`src/rtl/throw_stats_if.sv`:
```
// Signal bundle between the dice-side environment and the throw statistics block.
// result_valid/error are single-cycle pulses with no back-pressure: a consumer must sample them every cycle.
interface throw_stats_if #(parameter int CNT_W = 8);
    logic             button;
    logic [2:0]       throw;
    logic             clear;
    logic [2:0]       face_sel;
    logic [2:0]       result;
    logic             result_valid;
    logic             error;
    logic             repeat_flag;
    logic [CNT_W-1:0] total;
    logic [CNT_W-1:0] face_count;
    logic [2:0]       max_face;
    logic [1:0]       dbg_state;

    modport master (
        output button, throw, clear, face_sel,
        input  result, result_valid, error, repeat_flag, total, face_count, max_face, dbg_state
    );

    modport slave (
        input  button, throw, clear, face_sel,
        output result, result_valid, error, repeat_flag, total, face_count, max_face, dbg_state
    );
endinterface

```
`src/rtl/throw_stats.sv`:
```
// Captures the settled dice throw once per button release and keeps saturating
// per-face tallies, a total, a repeat flag and the most frequent face.
module throw_stats #(
    parameter int CNT_W = 8
) (
    input  logic           clk,
    input  logic           rst,
    throw_stats_if.slave   bus
);

    localparam logic [1:0] S_IDLE    = 2'd0;
    localparam logic [1:0] S_ROLLING = 2'd1;
    localparam logic [1:0] S_SETTLE  = 2'd2;

    localparam logic [CNT_W-1:0] CNT_MAX = '1;

    logic [1:0]       state_q, state_d;
    logic [CNT_W-1:0] tally_q [6];
    logic [CNT_W-1:0] tally_d [6];
    logic [CNT_W-1:0] total_q, total_d;
    logic [2:0]       result_q, result_d;
    logic             repeat_q, repeat_d;
    logic [2:0]       max_face_q, max_face_d;
    logic             result_valid_q, result_valid_d;
    logic             error_q, error_d;
    logic [CNT_W-1:0] best_cnt;
    logic [CNT_W-1:0] face_count;
    logic             capture;
    logic             throw_ok;

    assign capture  = (state_q == S_SETTLE);
    assign throw_ok = (bus.throw >= 3'd1) && (bus.throw <= 3'd6);

    always_comb begin
        state_d = state_q;
        case (state_q)
            S_IDLE:    if (bus.button) state_d = S_ROLLING;
            S_ROLLING: if (!bus.button) state_d = S_SETTLE;
            S_SETTLE:  state_d = bus.button ? S_ROLLING : S_IDLE;
            default:   state_d = S_IDLE;
        endcase
    end

    always_comb begin
        for (int i = 0; i < 6; i++) tally_d[i] = tally_q[i];
        total_d        = total_q;
        result_d       = result_q;
        repeat_d       = repeat_q;
        result_valid_d = 1'b0;
        error_d        = 1'b0;

        // Clear beats a coincident capture; result_q doubles as the previous valid result.
        if (bus.clear) begin
            for (int i = 0; i < 6; i++) tally_d[i] = '0;
            total_d  = '0;
            result_d = 3'd0;
            repeat_d = 1'b0;
        end else if (capture) begin
            if (throw_ok) begin
                for (int i = 0; i < 6; i++) begin
                    if (bus.throw == 3'(i + 1) && tally_q[i] != CNT_MAX)
                        tally_d[i] = tally_q[i] + CNT_W'(1);
                end
                if (total_q != CNT_MAX) total_d = total_q + CNT_W'(1);
                repeat_d       = (bus.throw == result_q);
                result_d       = bus.throw;
                result_valid_d = 1'b1;
            end else begin
                error_d = 1'b1;
            end
        end

        // Strict greater-than keeps the lowest face on ties and 0 when all are empty.
        max_face_d = 3'd0;
        best_cnt   = '0;
        for (int i = 0; i < 6; i++) begin
            if (tally_d[i] > best_cnt) begin
                best_cnt   = tally_d[i];
                max_face_d = 3'(i + 1);
            end
        end
    end

    always_comb begin
        face_count = '0;
        for (int i = 0; i < 6; i++) begin
            if (bus.face_sel == 3'(i + 1)) face_count = tally_q[i];
        end
    end

    always_ff @(posedge clk or negedge rst) begin
        if (!rst) begin
            state_q        <= S_IDLE;
            for (int i = 0; i < 6; i++) tally_q[i] <= '0;
            total_q        <= '0;
            result_q       <= 3'd0;
            repeat_q       <= 1'b0;
            max_face_q     <= 3'd0;
            result_valid_q <= 1'b0;
            error_q        <= 1'b0;
        end else begin
            state_q        <= state_d;
            for (int i = 0; i < 6; i++) tally_q[i] <= tally_d[i];
            total_q        <= total_d;
            result_q       <= result_d;
            repeat_q       <= repeat_d;
            max_face_q     <= max_face_d;
            result_valid_q <= result_valid_d;
            error_q        <= error_d;
        end
    end

    assign bus.result       = result_q;
    assign bus.result_valid = result_valid_q;
    assign bus.error        = error_q;
    assign bus.repeat_flag  = repeat_q;
    assign bus.total        = total_q;
    assign bus.face_count   = face_count;
    assign bus.max_face     = max_face_q;
    assign bus.dbg_state    = state_q;

endmodule

```
`src/flat_wrapper.sv`:
```
// flat-port wrapper written by rule: the top's interface ports become plain ports
module throw_stats_flat 
#(
    parameter int CNT_W = 8
)
  (clk, rst, bus_button, bus_throw, bus_clear, bus_face_sel, bus_result, bus_result_valid, bus_error, bus_repeat_flag, bus_total, bus_face_count, bus_max_face, bus_dbg_state);
  throw_stats_if #(.CNT_W(CNT_W)) bus_i ();
  input  logic clk;
  input  logic rst;
  input wire logic [$bits(bus_i.button)-1:0] bus_button;
  input wire logic [$bits(bus_i.throw)-1:0] bus_throw;
  input wire logic [$bits(bus_i.clear)-1:0] bus_clear;
  input wire logic [$bits(bus_i.face_sel)-1:0] bus_face_sel;
  output wire logic [$bits(bus_i.result)-1:0] bus_result;
  output wire logic [$bits(bus_i.result_valid)-1:0] bus_result_valid;
  output wire logic [$bits(bus_i.error)-1:0] bus_error;
  output wire logic [$bits(bus_i.repeat_flag)-1:0] bus_repeat_flag;
  output wire logic [$bits(bus_i.total)-1:0] bus_total;
  output wire logic [$bits(bus_i.face_count)-1:0] bus_face_count;
  output wire logic [$bits(bus_i.max_face)-1:0] bus_max_face;
  output wire logic [$bits(bus_i.dbg_state)-1:0] bus_dbg_state;
  assign bus_i.button = bus_button;
  assign bus_i.throw = bus_throw;
  assign bus_i.clear = bus_clear;
  assign bus_i.face_sel = bus_face_sel;
  assign bus_result = bus_i.result;
  assign bus_result_valid = bus_i.result_valid;
  assign bus_error = bus_i.error;
  assign bus_repeat_flag = bus_i.repeat_flag;
  assign bus_total = bus_i.total;
  assign bus_face_count = bus_i.face_count;
  assign bus_max_face = bus_i.max_face;
  assign bus_dbg_state = bus_i.dbg_state;
  throw_stats #(.CNT_W(CNT_W)) u_core (.clk(clk), .rst(rst), .bus(bus_i));
endmodule
```
`config.mk`:
```
export PLATFORM = sky130hd
export DESIGN_NAME = throw_stats_flat
export DESIGN_NICKNAME = d
export VERILOG_FILES = /design/src/rtl/throw_stats_if.sv /design/src/rtl/throw_stats.sv /design/src/flat_wrapper.sv
export SDC_FILE = /design/constraint.sdc
export NUM_CORES = 1
export LEC_CHECK = 0
export ABC_AREA = 1
export BUFFER_PORTS_ARGS = -buffer_cell sky130_fd_sc_hd__buf_2
export CAP_MARGIN = 0
export CORE_MARGIN = 2
export CORE_UTILIZATION = 33
export CTS_CLUSTER_SIZE = 14
export DETAILED_ROUTE_END_ITERATION = 6
export PLACE_DENSITY = 0.62
export SETUP_SLACK_MARGIN = 0.15
export SYNTH_ARGS = -nofsm -noshare
export SYNTH_HDL_FRONTEND = slang
export SYNTH_SLANG_ARGS = --single-unit
```
`constraint.sdc`:
```
create_clock -name clk -period 6.8 [get_ports clk]
set_input_delay 0.34 -clock clk [delete_from_list [all_inputs] [get_ports clk]]
set_output_delay 0.34 -clock clk [all_outputs]
set_load 0.01 [all_outputs]
```
==> reports/summary.txt <==
critical path arrival: 7440 ps
FF-to-FF Start: u_core.tally_q[41]
hold_ws: 169 ps
RSZ-0062 raised after global routing: true
H-Tree Depth: 3
first-pass GRT wire length: 26900 µm
FF+latch count, synth: 67
boundary pin count: 37
clock network power share: 0.291
die width: 133 µm
Slew Viols, Final: 0
f_max: 0.139 GHz
detailed-route vias per instance: 4.97
Post-CTS Hold Buffers: 0
leak pwr: 4.02 nW
Int Power: 1.14 mW
synthesis-to-layout area growth: 45.8%
Hold WC Path Type: input port to register
ANT nets after route: 0
Final WS setup: -413 ps
# setup viols final: 3
FF+latch area: 1680 µm²
# fillers: 1516
clock root cell: clkbuf_16
DRT iter0 DRCs: 387
layout cells sized above 1: 0.382
GRT Total Usage: 0.192
final hold vios: 0
Setup crit end kind: register
number of global-route vias before repair: 5444
Mapped Cells: 781
Synth async-reset ratio: 1.00
CTS Buf Count: 9
WP buf/inv: 10
slew of the pin with the lowest slew margin: 894 ps
crit-path max cell delay: 360 ps
combinational cell fraction of total power: 0.473
CP max stage cell: dfrtp_1
switching part of the total: 0.363
Req. time, crit path: 7030 ps
Setup crit start: u_core.tally_q[41]
critical path endpoint: u_core.bus.max_face[1]
gpl congestion: 0.914
gr ovfl total: 0
Seq pwr share: 0.237
Worst slew margin: 0.404
startpoint types: register
synth warn: 0
peak supply drop: 138 µV
diode count: 0
CTS tree: yes
Top FF cell, synth: dfrtp_1
Initial Util: 0.335
nets@finish: 1020
reg2reg end: u_core.bus.max_face[1]
status: complete, but fails checks
Net Switching: 650 µW
family with the most delay on the worst path: simple AND/OR/NAND/NOR gates
minimum clock period: 7210 ps
Pwr per Cell Area: 223 nW/µm²
Detail Placement HPWL: 13200 µm
Core Box Area: 16500 µm²
Synth top area share: 0.304
dpl ws: -388 ps
EDFF count, synth: 0
Worst-path clk slew: 60 ps
CP Class: register to register
initial antenna violation count: 0
synth unique cells: 44
most common cell after layout, fill and taps aside: nand2_1
fin crit share: 1.06
DIE AREA: 17800 µm²
Multi-input gate area: 3860 µm²
largest net degree at the start of global routing: 68
Worst path depth: 51
Syn Area/Cell: 7.06 µm²
violated checks: negative setup slack
clk_lat worst skew: 340 ps
Area contributors post-synth: dfrtp_1 30%, nand2_1 12%, ha_1 11%
Die Span Y: 133 µm
Core Rows: 47
area leader, netlist: dfrtp_1
via count: 5900
max_cap viols: 0
commonest cells after routing, fill and taps aside: 149 x nand2_1, 138 x buf_4, 124 x inv_1, 66 x dfrtp_1, 55 x nor2_1
r2r setup slk: -410 ps
Post-Route WL: 18000 µm
Clock Skews: 9.04 ps
DRC: 0
sinks on the clock net: 67
crit path max fanout: 7
PortBufs: 36
register area share after synthesis: 0.304
syn_nets: 838
crit-path most repeated cell: nand2_1
Routed WL per cell: 15.1 µm
drt pass-1 iters: 5
Bufs on Longest Clock Path: 2
R2R depth: 51
Mapped Area: 5510 µm²
-- what timing repair did --
item	CTS	global route
gates resized for setup	30	100
setup buffers	17	17
cloned	0	0
endpoints found under the setup margin	3	3
pin swaps	19	63
-- power groups by stage --
stage	Combinational, mW	Sequential (mW)	Clock (mW)
after floorplan	0.377	0.436	0
after global placement	0.586	0.431	0
after detailed placement	0.590	0.431	0
after CTS	0.644	0.424	0.523
after global routing	0.930	0.426	0.540
final	0.846	0.424	0.520
-- stage by stage --
stage	cell area, µm²	std cells	setup TNS [ps]	total power, mW	util
3_5_place_dp	6830	1138	-1140	1.02	0.415
5_1_grt	8040	1188	-2500	1.90	0.488
4_1_cts	7420	1171	-271	1.59	0.451
3_3_place_gp	6830	1138	-789	1.02	0.415
2_1_floorplan	5600	781	0	0.813	-
6_report	8040	1188	-1200	1.79	0.488
-- cells by family (layout without fill, tap and decap cells) --
kind of cell,after synthesis,count (layout),synth area share
compound gates,118,118,0.135
xor+xnor,5,5,0.00794
fa+ha+maj,47,47,0.107
buf+inv,160,347,0.117
flops,67,67,0.304
simple gates,384,384,0.330
-- area by class of cell --
class / count / area share
sequential: 67 / 0.209
clock buffer: 9 / 0.0280
tap: 220 / 0.0342
multi-input combinational: 554 / 0.480
inverter: 149 / 0.0711
timing repair buffer: 182 / 0.165
clock inverter: 7 / 0.0125
-- worst reg2reg max path: cells and delay by family (launching register included) --
kind / cells / cell delay, ps
adder cells (fa/ha/maj): 6 / 1610
buffers and inverters: 10 / 1120
flip-flops: 1 / 360
AO/OA/AOI/OAI: 9 / 1350
AND/OR/NAND/NOR: 26 / 2680
-- sequential cells by signal, summed over array words and instances, names as in the netlist --
| register | cells |
|---|---|
| u_core.tally_q | 48 |
| u_core.bus.total | 8 |
| u_core.bus.max_face | 3 |
| u_core.bus.result | 3 |
| u_core.bus.dbg_state | 2 |
| u_core.bus.error | 1 |
| u_core.bus.repeat_flag | 1 |
| u_core.bus.result_valid | 1 |
-- routing by layer --
layer / GRT usage / routed length (µm) / vias up
met3: 0.0312 / 898 / 34
li1: - / - / 2923
met4: 0.0656 / 499 / 0
met1: 0.257 / 7950 / 2789
met2: 0.316 / 8630 / 154
met5: 0 / 0 / -
-- synth_stat cells (6+ instances only) --
| cell type | instances |
|---|---|
| a211oi_1 | 13 |
| inv_1 | 133 |
| nor2_1 | 61 |
| nor3_1 | 20 |
| o21ai_1 | 6 |
| o21ai_0 | 33 |
| ha_1 | 47 |
| a21oi_1 | 32 |
| nand3_2 | 7 |
| inv_2 | 13 |
| nand4_1 | 16 |
| and2_1 | 7 |
| nand3_1 | 60 |
| nor3_2 | 7 |
| nand2_2 | 9 |
| buf_2 | 7 |
| nand2_1 | 179 |
| dfrtp_1 | 67 |
| o22ai_1 | 8 |
-- how the worst min path moves through the flow --
stage / slack, ps / from / cells after the start / end
floorplan: 40 / rst / 0 / u_core.bus.dbg_state[0]
global placement: 460 / u_core.bus.repeat_flag / 2 / u_core.bus.repeat_flag
detailed placement: 480 / u_core.bus.repeat_flag / 2 / u_core.bus.repeat_flag
CTS: 160 / bus_button / 2 / u_core.bus.dbg_state[1]
global route: 170 / bus_button / 2 / u_core.bus.dbg_state[1]
finish: 170 / bus_button / 2 / u_core.bus.dbg_state[1]
Power figures use the tool's default switching activity.
